`config.mk`:
```
export PLATFORM = sky130hd
export DESIGN_NAME = cheri_trvk_scheduler
export DESIGN_NICKNAME = d
export VERILOG_FILES = /design/src/rtl/cheri_trvk_scheduler.sv
export SDC_FILE = /design/constraint.sdc
export NUM_CORES = 1
export LEC_CHECK = 0
export CORE_AREA = 8 8 108 110
export CTS_CLUSTER_DIAMETER = 50
export DETAILED_ROUTE_END_ITERATION = 6
export DIE_AREA = 0 0 116 118
export PLACE_DENSITY = 0.9
export REMOVE_ABC_BUFFERS = 1
export SYNTH_ARGS = -nofsm -noshare
export SYNTH_HDL_FRONTEND = slang
export SYNTH_SLANG_ARGS = --single-unit
```
`constraint.sdc`:
```
create_clock -name clk_i -period 2.9 [get_ports clk_i]
set_input_delay 0.435 -clock clk_i [delete_from_list [all_inputs] [get_ports clk_i]]
set_output_delay 0.435 -clock clk_i [all_outputs]
set_load 0.1 [all_outputs]
```
`src/rtl/cheri_trvk_scheduler.sv`:
```
// Tag reservation / revocation sequencer for capability loads: reserves the load
// destination on accept and releases it in order after an optional revocation lookup.
module cheri_trvk_scheduler #(
  parameter int unsigned Depth = 2
) (
  input  logic        clk_i,
  input  logic        rst_i,
  input  logic        ld_rsv_i,
  input  logic [4:0]  ld_rsv_addr_i,
  output logic        ld_rsv_rdy_o,
  input  logic        ld_resp_valid_i,
  input  logic        ld_resp_err_i,
  input  logic        ld_resp_tag_i,
  input  logic [31:0] ld_resp_base_i,
  output logic        rvk_req_o,
  output logic [31:0] rvk_addr_o,
  input  logic        rvk_gnt_i,
  input  logic        rvk_rsp_valid_i,
  input  logic        rvk_rsp_revoked_i,
  output logic        trsv_en_o,
  output logic [4:0]  trsv_addr_o,
  output logic [6:0]  trsv_par_o,
  output logic        trvk_en_o,
  output logic [4:0]  trvk_addr_o,
  output logic        trvk_clrtag_o,
  output logic [6:0]  trvk_par_o,
  output logic        busy_o,
  output logic        proto_err_o
);

  localparam int unsigned RegW  = 5;
  localparam int unsigned BaseW = 32;
  localparam int unsigned PtrW  = $clog2(Depth);
  localparam int unsigned CntW  = PtrW + 1;

  typedef struct packed {
    logic [RegW-1:0]  addr;
    logic             resp_v;
    logic             err;
    logic             tag;
    logic [BaseW-1:0] base;
  } entry_t;

  typedef enum logic [1:0] {StIdle, StWait, StReq, StRsp} state_e;

  // Check bits of the inverted Hsiao SECDED(39,32) code.
  function automatic logic [6:0] secded_inv_par(input logic [31:0] d);
    logic [38:0] cw;
    cw     = 39'(d);
    cw[32] = ^(cw & 39'h002606BD25);
    cw[33] = ^(cw & 39'h00DEBA8050);
    cw[34] = ^(cw & 39'h00413D89AA);
    cw[35] = ^(cw & 39'h0031234ED1);
    cw[36] = ^(cw & 39'h00C2C1323B);
    cw[37] = ^(cw & 39'h002DCC624C);
    cw[38] = ^(cw & 39'h0098505586);
    return cw[38:32] ^ 7'h2a;
  endfunction

  entry_t          mem_q [Depth];
  logic [CntW-1:0] wr_ptr_q, rd_ptr_q, resp_ptr_q, count;
  logic [PtrW-1:0] wr_idx, rd_idx, resp_idx;
  state_e          state_q, state_d;

  logic            push, pop, unresp, resp_wr, resp_drop;
  logic            head_bypass, head_avail, head_err, head_tag;
  logic            trvk_en_d, trvk_clrtag_d, proto_err_d;
  logic [RegW-1:0] trvk_addr_d;
  logic [6:0]      trvk_par_d;

  assign count    = wr_ptr_q - rd_ptr_q;
  assign wr_idx   = wr_ptr_q[PtrW-1:0];
  assign rd_idx   = rd_ptr_q[PtrW-1:0];
  assign resp_idx = resp_ptr_q[PtrW-1:0];

  assign ld_rsv_rdy_o = (count != CntW'(Depth));
  assign busy_o       = (count != '0);
  assign push         = ld_rsv_i & ld_rsv_rdy_o;

  // A response may only land on an already-pushed entry; never on this cycle's push.
  assign unresp    = (resp_ptr_q != wr_ptr_q);
  assign resp_wr   = ld_resp_valid_i & unresp;
  assign resp_drop = ld_resp_valid_i & ~unresp;

  assign head_bypass = resp_wr & (resp_ptr_q == rd_ptr_q);
  assign head_avail  = mem_q[rd_idx].resp_v | head_bypass;
  assign head_err    = head_bypass ? ld_resp_err_i : mem_q[rd_idx].err;
  assign head_tag    = head_bypass ? ld_resp_tag_i : mem_q[rd_idx].tag;

  assign trsv_en_o   = push;
  assign trsv_addr_o = push ? ld_rsv_addr_i : '0;
  assign trsv_par_o  = secded_inv_par({26'h0, trsv_en_o, trsv_addr_o});

  assign rvk_req_o  = (state_q == StReq);
  assign rvk_addr_o = rvk_req_o ? mem_q[rd_idx].base : '0;

  // Head sequencing and next trvk values.
  always_comb begin
    state_d       = state_q;
    pop           = 1'b0;
    trvk_en_d     = 1'b0;
    trvk_clrtag_d = 1'b0;
    trvk_addr_d   = '0;
    proto_err_d   = resp_drop | (rvk_rsp_valid_i & (state_q != StRsp));
    unique case (state_q)
      StIdle: if (push) state_d = StWait;
      StWait: begin
        if (head_avail) begin
          if (head_err) begin
            pop           = 1'b1;
            trvk_clrtag_d = 1'b1;
          end else if (!head_tag) begin
            pop = 1'b1;
          end else begin
            state_d = StReq;
          end
        end
      end
      StReq: if (rvk_gnt_i) state_d = StRsp;
      StRsp: begin
        if (rvk_rsp_valid_i) begin
          pop           = 1'b1;
          trvk_clrtag_d = rvk_rsp_revoked_i;
        end
      end
      default: state_d = StIdle;
    endcase
    if (pop) begin
      trvk_en_d   = 1'b1;
      trvk_addr_d = mem_q[rd_idx].addr;
      state_d     = (count == CntW'(1) && !push) ? StIdle : StWait;
    end
    trvk_par_d = secded_inv_par({25'h0, trvk_en_d, trvk_clrtag_d, trvk_addr_d});
  end

  // Queue storage, pointers, FSM state and registered outputs.
  always_ff @(posedge clk_i) begin
    if (rst_i) begin
      state_q       <= StIdle;
      wr_ptr_q      <= '0;
      rd_ptr_q      <= '0;
      resp_ptr_q    <= '0;
      trvk_en_o     <= 1'b0;
      trvk_addr_o   <= '0;
      trvk_clrtag_o <= 1'b0;
      trvk_par_o    <= 7'h2a;
      proto_err_o   <= 1'b0;
      for (int unsigned i = 0; i < Depth; i++) mem_q[i] <= '0;
    end else begin
      state_q       <= state_d;
      trvk_en_o     <= trvk_en_d;
      trvk_addr_o   <= trvk_addr_d;
      trvk_clrtag_o <= trvk_clrtag_d;
      trvk_par_o    <= trvk_par_d;
      proto_err_o   <= proto_err_d;
      if (push) begin
        mem_q[wr_idx].addr   <= ld_rsv_addr_i;
        mem_q[wr_idx].resp_v <= 1'b0;
        wr_ptr_q             <= wr_ptr_q + CntW'(1);
      end
      if (resp_wr) begin
        mem_q[resp_idx].resp_v <= 1'b1;
        mem_q[resp_idx].err    <= ld_resp_err_i;
        mem_q[resp_idx].tag    <= ld_resp_tag_i;
        mem_q[resp_idx].base   <= ld_resp_base_i;
        resp_ptr_q             <= resp_ptr_q + CntW'(1);
      end
      // Retiring clears the slot even if its response bypassed in this cycle.
      if (pop) begin
        mem_q[rd_idx].resp_v <= 1'b0;
        rd_ptr_q             <= rd_ptr_q + CntW'(1);
      end
    end
  end

endmodule

```
=== Word-level counts from Yosys, hierarchy flattened ===
Memory sizes are Yosys's and may differ from the RTL's. A register that Yosys moved wholly into a read port is not among the register bits.
Cells that the tools add are included.

* Add/sub/neg operators: 4
* $mul: 0
* Divide/modulo/power cells: 0
* Magnitude comparators: 0
* Equal/unequal tests: 13
* Shift-type cells: 0
* Mux-type cells: 41
* Bitwise logic cells: 10
* Reductions and logical operators: 22

{| class="wikitable"
|+ Operators with widths
! cell !! count
|-
| $reduce_xor 39->1 || 14
|-
| $mux 40 || 2
|-
| $reduce_or 40->1 || 2
|-
| $mux 32 || 1
|-
| $mux 1 || 25
|-
| $mux 2 || 8
|-
| $ne 3x3->1 const B || 4
|-
| $mux 5 || 2
|-
| $add 2x1->2 const B || 3
|-
| $not 3->3 || 2
|-
| $pmux 2 s3 || 1
|-
| $reduce_and 6->1 || 1
|-
| $and 1x1->1 || 5
|-
| $eq 2x1->1 const B || 2
|-
| $eq 2x2->1 const B || 2
|-
| $ne 2x2->1 const B || 2
|-
| $pmux 1 s2 || 2
|-
| $reduce_bool 4->1 || 1
|-
| $ne 3x1->1 const B || 1
|-
| $eq 2x2->1 || 1
|-
| $logic_not 2->1 || 1
|-
| $ne 2x2->1 || 1
|-
| $or 1x1->1 || 2
|-
| $reduce_bool 2->1 || 1
|-
| 4 further kinds || 4
|}

* Register bits: 23
* Bits in latches: 0
* Memory bits (writable): 80
* ROM bits: 0
* Input port bits: 46
* Output and inout bits: 63
* Logic and storage cells: 100
* Memories: 1

{| class="wikitable"
|+ Memories
! memory !! words !! width !! read ports !! clocked after memory_dff !! write ports !! line !! source
|-
| mem_q || 2 || 40 || 1 || 1 || 3 || 60 || <nowiki>entry_t mem_q [Depth];</nowiki>
|}

=== Longest topological paths before layout ===
Gate-level depths: netlist of run 1.

* Depth in word-level cells: 11
* Mapped depth: 9

=== Least setup slack after synthesis of run 1 ===
Ideal clock, no wire load.

* Path kind: reg-to-output
* Start: register wr_ptr_q[0]
* End: output port trsv_addr_o[4]
* Arrival: 4.195 ns
* Required time: 2.465 ns
* Slack: -1.730 ns
* Cell stages (with the launch flop): 10
* Path buffers: 1
* Cell sequence: dfxtp_1 -> inv_1 -> ha_1 -> xnor2_1 -> xnor2_1 -> a21bo_2 -> inv_1 -> clkbuf_1 -> nand2_1 -> inv_1

* Cells in the longest elaborated chain, start to end: 4

{| class="wikitable"
|+ Ends and longest elaborated chain
! element !! line !! source
|-
| start, declared || 61 || <nowiki>logic [CntW-1:0] wr_ptr_q, rd_ptr_q, resp_ptr_q, count;</nowiki>
|-
| start signal, assigned || 159 || <nowiki>wr_ptr_q <= wr_ptr_q + CntW'(1);</nowiki>
|-
| $sub 2x2->2 || 71 || <nowiki>assign count = wr_ptr_q - rd_ptr_q;</nowiki>
|-
| $ne 2x2->1 || 76 || <nowiki>assign ld_rsv_rdy_o = (count != CntW'(Depth));</nowiki>
|-
| $and 1x1->1 || 78 || <nowiki>assign push = ld_rsv_i & ld_rsv_rdy_o;</nowiki>
|-
| named net trsv_en_o || 20 || <nowiki>output logic trsv_en_o,</nowiki>
|-
| $mux 5 || 91 || <nowiki>assign trsv_addr_o = push ? ld_rsv_addr_i : '0;</nowiki>
|-
| end, declared || 21 || <nowiki>output logic [4:0] trsv_addr_o,</nowiki>
|}

The timed path passes the listed nets, and every way through them passes these cells.

=== Final worst setup path of run 1 ===
* Start: register wr_ptr_q[0]
* End: output port trsv_addr_o[4]

* Cells in the longest elaborated chain, start to end: 4

{| class="wikitable"
|+ Ends and longest elaborated chain
! element !! line
|-
| $sub 2x2->2 || 71
|-
| $ne 2x2->1 || 76
|-
| $and 1x1->1 || 78
|-
| $mux 5 || 91
|}

Every way passes these cells.

==> results of run 1 <==
## worst register-to-register path, cell delays in order, from the launching register on
cell	delay (ns)
dfxtp_1	0.55
xnor2_2	0.16
a2111o_1	0.47
o211a_1	0.32
or3_1	0.48
o22a_1	0.25
## how the worst max path moves through the flow
stage                             startpoint                   endpoint  slack, ns  cells after the start
finish              wr_ptr_q[0]$_SDFFE_PP0P_             trsv_addr_o[4]       0.13                      9
global route        wr_ptr_q[0]$_SDFFE_PP0P_             trsv_addr_o[4]      -0.02                      9
CTS                 wr_ptr_q[0]$_SDFFE_PP0P_             trsv_addr_o[4]      0.006                      9
detailed placement  wr_ptr_q[0]$_SDFFE_PP0P_             trsv_addr_o[4]       0.35                      9
global placement             ld_resp_valid_i  mem_q[0][34]$_SDFFE_PP0P_       0.43                      6
floorplan           wr_ptr_q[0]$_SDFFE_PP0P_             trsv_addr_o[4]      -1.26                      8
## state kept, by name, summed over array words and instances (netlist names), named ones only
register,count
mem_q,80
proto_err_o,1
rd_ptr_q,2
resp_ptr_q,2
state_q,2
trvk_addr_o,5
trvk_clrtag_o,1
trvk_en_o,1
trvk_par_o,7
wr_ptr_q,2
## per-stage QoR
stage	hold WS [ns]	utilization [%]	std cells	setup WS, ns
floorplan	0.489	-	392	-1.26
global route	0.592	68.7	663	-0.0245
CTS	0.557	68.6	663	0.00587
detailed placement	0.534	66.4	646	0.348
finish	0.546	68.7	663	0.125
global placement	0.521	66.4	646	0.426
## metal layers
layer | global-route usage, % | share of wire (%) | wire length [um] | up-vias
li1 | - | - | - | 1616
met1 | 18.6 | 36 | 4270 | 1659
met2 | 34.2 | 57 | 6720 | 81
met3 | 2.98 | 5.0 | 590 | 20
met4 | 7.70 | 2.1 | 251 | 0
met5 | 0 | 0 | 0 | -
## what timing repair did
item                                    4_1_cts  5_1_grt
gates resized for setup                       1        2
pin swaps                                     1        0
setup buffers                                 1        0
endpoints found under the setup margin        5        9
endpoints found under the hold margin         0        0
## synth_stat cells, drive strengths merged (9+ instances only)
library cell	instances
nor2	21
mux2i	41
nand2	14
dfxtp	26
xor2	16
clkbuf	12
xnor2	14
edfxtp	78
and2	82
inv	13
nor2b	32
nor3	9
## where the power goes
group | switching, mW | total, mW | internal (mW)
Combinational | 1.69 | 2.63 | 0.936
Sequential | 0.154 | 2.03 | 1.87
Clock | 0.489 | 0.977 | 0.488
## cell families (layout without fill, tap and decap cells)
logic type	count (synthesis)	count (layout)	synth area share, %
AO/OA/AOI/OAI	19	19	3.15
XOR/XNOR	30	30	5.45
adder cells (fa/ha/maj)	6	6	1.51
buffers and inverters	33	148	2.57
flip-flops	104	104	57.7
multiplexers	44	44	8.96
AND/OR/NAND/NOR	176	176	20.6
## cell type report
type                       count  share of cell area [%]
tap                          136                    2.48
inverter                      13                   0.765
sequential                   104                    41.7
timing repair buffer         119                    23.0
multi-input combinational    275                    28.9
clock buffer                  11                    1.91
clock inverter                 5                    1.18
==> impl_metrics.csv, run 1 <==
group,metric,value,unit
clock_network,cts_tree,"done",
logic_synthesis,synth.largest_area_cell,"edfxtp_1",
worst_setup_path,critical-path-max-stage-delay,0.40,ns
placement,io_buffer_count,108,
timing,slew_viol_final,0,
worst_setup_path,r2r_end,"mem_q[0][34]$_SDFFE_PP0P_",
worst_hold_path,hp-start,"resp_ptr_q[1]$_SDFFE_PP0P_",
route,drt_iter0_drc,184,
clock_network,htreeDepth,3,
logic_synthesis,synth_seq_area_share,57.7,%
pwr,p_per_area,820,nW/um^2
floorplan,die_h,118,um
route,antenna_left,0,
clock_network,clk_pin_slew,0.10,ns
clock_network,cts_made_buffers,9,
pwr,static-leakage-power,2.60,nW
worst_setup_path,cp_common_cell,"inv_1",
timing,tightest_slew,0.881,ns
logic_synthesis,synthDistinctLibCells,44,
logic_synthesis,synth-async-reset-ratio,0,%
worst_setup_path,critPathBufInv,4,
logic_synthesis,synthDominantCellAreaShare,47.2,%
timing,final.setup.tns,0,ns
layout,multiInputGateArea,1990,um^2
route,vias,3376,
clock_network,cts.sinks,104,
logic_synthesis,ys_warn_count,0,
clock_network,clk_path_buf_depth,2,
logic_synthesis,avgSynthCellArea,12.0,um^2
timing,slew_headroom,41.2,%
floorplan,coreArea,10000,um^2
logic_synthesis,synthCells,412,
worst_setup_path,end_kind,"primary output",
worst_hold_path,min_path_cells,2,
layout,syn_to_final_growth,38.5,%
floorplan,ios,109,
layout,drive_above_1_share,20.5,%
placement,place.gp.congestion,0.810,
worst_setup_path,cp_slowest_cell,"dfxtp_2",
clock_network,cts_root_buf,"clkbuf_8",
layout,nets,574,
grt,grt_pass1_vias,3646,
layout,final_cell_mix,"and2_1 (82), edfxtp_1 (78), buf_12 (46)",
logic_synthesis,synth-edff-count,78,
placement,post-dp-hpwl,8.66,mm
timing,finalSetupViolations,0,
worst_setup_path,arrival,2.34,ns
layout,seq_area,2870,um^2
logic_synthesis,synth-main-ff-cell,"edfxtp_1",
route,dr.pass1.iters,5,
worst_hold_path,worstHoldPathType,"reg2reg",
worst_setup_path,startpoint_type,"register",
worst_setup_path,ff2ff_path_depth,5,
worst_hold_path,worstHoldEndpoint,"resp_ptr_q[1]$_SDFFE_PP0P_",
worst_setup_path,crit_type,"reg2out",
placement,place_area,6640,um^2
worst_setup_path,worstPathRequired,2.47,ns
logic_synthesis,synth_area,4960,um^2
timing,hold_viol,0,
route,drt-total-wl,11.8,mm
grt,grt_usage,18.0,%
worst_setup_path,crit_fanout,11,
logic_synthesis,synth_area_leaders,"edfxtp_1 (47%), dfxtp_1 (10%), and2_1 (10%)",
pwr,p_total,5.63,mW
grt,antenna_found_initial,0,
layout,fin_area,6870,um^2
worst_setup_path,reg2reg_slack,0.56,ns
floorplan,die_x,116,um
clock_network,insertion_delay,0.37,ns
grt,overflow,0,
worst_setup_path,path_cells,"inv_1 -> ha_1 -> xnor2_1 -> xnor2_2 -> a21bo_2 -> clkinvlp_4 -> nand2_1 -> inv_1 -> buf_12",
flow_run,maxCapViolations,0,
timing,period_share,95.7,%
route,wire_per_inst,17.8,um
layout,antenna_cells,0,
route,drc,0,
layout,layout_commonest_cell,"and2_1",
run_status,outcome,"finished, final reports clean",
floorplan,start_util,49.6,%
clock_network,cts-hold-fix-buffers,0,
worst_setup_path,cpLargestDelayFamily,"buffers and inverters",
worst_setup_path,r2r-start,"resp_ptr_q[0]$_SDFFE_PP0P_",
layout,fill_cells,712,
pwr,ir_worst_vdd,0.000393,V
timing,fin_skew,0.0161,ns
timing,fmax,360,MHz
route,vias_per_cell,5.09,
floorplan,num_rows,37,
timing,period_needed,2.77,ns
floorplan,fp.dieArea,13700,um^2
logic_synthesis,ys_ff_latch,104,
grt,grt_pass1_wl,19.0,mm
grt,grt_max_degree,39,
Power figures use the tool's default switching activity.
==> run 2: changes to the inputs <==
--- a/config.mk
+++ b/config.mk
@@ -5,10 +5,10 @@
 export SDC_FILE = /design/constraint.sdc
 export NUM_CORES = 1
 export LEC_CHECK = 0
-export CORE_AREA = 8 8 108 110
+export CORE_AREA = 2 2 102 104
 export CTS_CLUSTER_DIAMETER = 50
 export DETAILED_ROUTE_END_ITERATION = 6
-export DIE_AREA = 0 0 116 118
+export DIE_AREA = 0 0 104 106
 export PLACE_DENSITY = 0.9
 export REMOVE_ABC_BUFFERS = 1
 export SYNTH_ARGS = -nofsm -noshare
==> run 2 against run 1 <==
Against the previous run: register-to-register slack got worse by 0.02 ns; worst hold slack gained 0.043 ns; largest cell class unchanged; via count shrank 0.77%; highest routed layer unchanged.
==> impl_metrics.csv, run 2 (synthesis gave the netlist of run 1 again) <==
group,metric,value,unit
timing,hold_viol,0,
layout,reg.largest.list,"mem_q: 80 flops, trvk_par_o: 7 flops, trvk_addr_o: 5 flops",
timing,slew_headroom,43.5,%
clock_network,htreeDepth,3,
clock_network,cts-hold-fix-buffers,0,
worst_setup_path,r2r-start,"resp_ptr_q[0]$_SDFFE_PP0P_",
placement,post-dp-hpwl,7.51,mm
grt,grt_max_degree,38,
route,antenna_left,0,
clock_network,cts_made_buffers,9,
worst_hold_path,worstHoldPathType,"reg2reg",
clock_network,insertion_delay,0.36,ns
worst_setup_path,worstPathRequired,2.47,ns
floorplan,start_util,49.6,%
layout,antenna_cells,0,
worst_hold_path,worstHoldEndpoint,"resp_ptr_q[1]$_SDFFE_PP0P_",
worst_setup_path,r2r_end,"state_q[0]$_SDFFE_PP0P_",
layout,nets,573,
timing,finalSetupViolations,0,
worst_setup_path,arrival,2.26,ns
worst_setup_path,reg2reg_slack,0.54,ns
worst_hold_path,hp-start,"resp_ptr_q[1]$_SDFFE_PP0P_",
timing,fmax,371,MHz
clock_network,clk_path_buf_depth,2,
pwr,p_per_area,795,nW/um^2
run_status,outcome,"finished, final reports clean",
route,drc,0,
route,vias,3350,
clock_network,cts_root_buf,"clkbuf_8",
floorplan,coreArea,10000,um^2
layout,layout_commonest_cell,"and2_1",
placement,place.gp.congestion,0.815,
layout,seq_area,2870,um^2
layout,multiInputGateArea,1980,um^2
timing,tightest_slew,0.848,ns
grt,overflow,0,
route,drt-total-wl,10.5,mm
worst_setup_path,critical-path-max-stage-delay,0.41,ns
layout,fill_cells,713,
clock_network,cts.sinks,104,
timing,fin_skew,0.0138,ns
floorplan,die_x,104,um
grt,grt_pass1_vias,3478,
floorplan,fp.dieArea,11000,um^2
timing,period_share,92.9,%
pwr,ir_worst_vdd,0.000352,V
worst_setup_path,ff2ff_path_depth,6,
timing,worst_slack,0.207,ns
floorplan,num_rows,37,
worst_setup_path,startpoint_type,"register",
timing,period_needed,2.69,ns
grt,grt_usage,19.6,%
layout,largest_reg_flops,80,
timing,slew_viol_final,0,
pwr,p_total,5.42,mW
timing,rsz0062_at_grt,"no",
floorplan,ios,109,
layout,regMostFlops,"mem_q",
layout,syn_to_final_growth,37.5,%
clock_network,cts_tree,"done",
worst_setup_path,crit_fanout,11,
worst_hold_path,min_path_cells,2,
worst_setup_path,cp_slowest_cell,"dfxtp_2",
layout,final_cell_mix,"and2_1 (82), edfxtp_1 (78), buf_12 (48)",
worst_setup_path,crit_type,"reg2out",
placement,io_buffer_count,108,
placement,pre_cts_ws,0.332,ns
layout,drive_above_1_share,20.0,%
flow_run,maxCapViolations,0,
route,wire_per_inst,16.0,um
worst_setup_path,path_cells,"inv_1 -> ha_1 -> xnor2_1 -> xnor2_1 -> a21bo_2 -> clkinvlp_4 -> nand2_1 -> inv_1 -> buf_12",
pwr,static-leakage-power,2.57,nW
layout,fin_area,6820,um^2
grt,antenna_found_initial,0,
route,vias_per_cell,5.07,
placement,place_area,6650,um^2
grt,grt_pass1_wl,16.8,mm
clock_network,clk_pin_slew,0.09,ns
floorplan,die_h,106,um
route,dr.pass1.iters,4,
worst_setup_path,end_kind,"primary output",
route,drt_iter0_drc,155,
run 2: changes by cell type in the layout (fill, tap and decap cells not counted), sizes merged:
cell,before,now
buf,74,73
clkinv,3,4
bufinv,2,0
run 2: timing repair:
action | 4_1_cts | 5_1_grt
resized for setup | 1 | 1
buffers inserted | 2 | 0
pin swaps | 2 | 0
setup endpoints to repair | 6 | 6
run 2: cell type report:
type	count	area share, %
Tap cell	136	2.50
Clock buffer	11	1.93
Sequential cell	104	42.0
Multi-Input combinational cell	275	29.0
Inverter	13	0.771
Clock inverter	4	0.330
Timing Repair Buffer	118	23.4
run 2: through the flow:
stage,instances,utilization (%),TNS (ns),hold slack [ns]
2_1_floorplan,392,-,-32.19,0.489
3_3_place_gp,644,66.5,0,0.519
3_5_place_dp,644,66.5,0,0.564
4_1_cts,661,68.2,0,0.573
5_1_grt,661,68.2,0,0.594
6_report,661,68.2,0,0.589
run 2: critical path: cells and delay by family (launching register included):
family / cells / cell delay [ns]
simple gates: 1 / 0.19
buf+inv: 4 / 0.55
flops: 1 / 0.41
compound gates: 1 / 0.21
xor+xnor: 2 / 0.33
fa+ha+maj: 1 / 0.21
run 2: worst max path at each step:
| stage | from | to | slack [ns] | cells after the start |
|---|---|---|---|---|
| detailed placement | wr_ptr_q[0]$_SDFFE_PP0P_ | trsv_addr_o[4] | 0.33 | 9 |
| global route | wr_ptr_q[0]$_SDFFE_PP0P_ | trsv_addr_o[4] | 0.04 | 9 |
| floorplan | wr_ptr_q[0]$_SDFFE_PP0P_ | trsv_addr_o[4] | -1.26 | 8 |
| global placement | ld_resp_valid_i | mem_q[0][34]$_SDFFE_PP0P_ | 0.43 | 6 |
| CTS | wr_ptr_q[0]$_SDFFE_PP0P_ | trsv_addr_o[4] | 0.11 | 9 |
| finish | wr_ptr_q[0]$_SDFFE_PP0P_ | trsv_addr_o[4] | 0.21 | 9 |
run 2: layer usage:
layer / track usage (%) / vias to the layer above / routed length (um)
met5: 0 / - / 0
met4: 7.82 / 0 / 245
li1: - / 1621 / -
met1: 22.5 / 1628 / 4290
met3: 4.66 / 17 / 378
met2: 35.2 / 84 / 5630
run 2: report_power, final:
part / total [mW] / internal, mW / switching (mW) / leakage [nW]
sequential: 2.03 / 1.87 / 0.154 / 1.02
clock: 0.761 / 0.304 / 0.457 / 0.0806
combinational: 2.63 / 0.948 / 1.68 / 1.46
==> run 3: changes to the inputs <==
--- a/config.mk
+++ b/config.mk
@@ -11,6 +11,7 @@
 export DIE_AREA = 0 0 104 106
 export PLACE_DENSITY = 0.9
 export REMOVE_ABC_BUFFERS = 1
+export SLEW_MARGIN = 30
 export SYNTH_ARGS = -nofsm -noshare
 export SYNTH_HDL_FRONTEND = slang
 export SYNTH_SLANG_ARGS = --single-unit
==> results of run 3 <==
No change in the layout: final DEF, timing and power equal those of run 2.
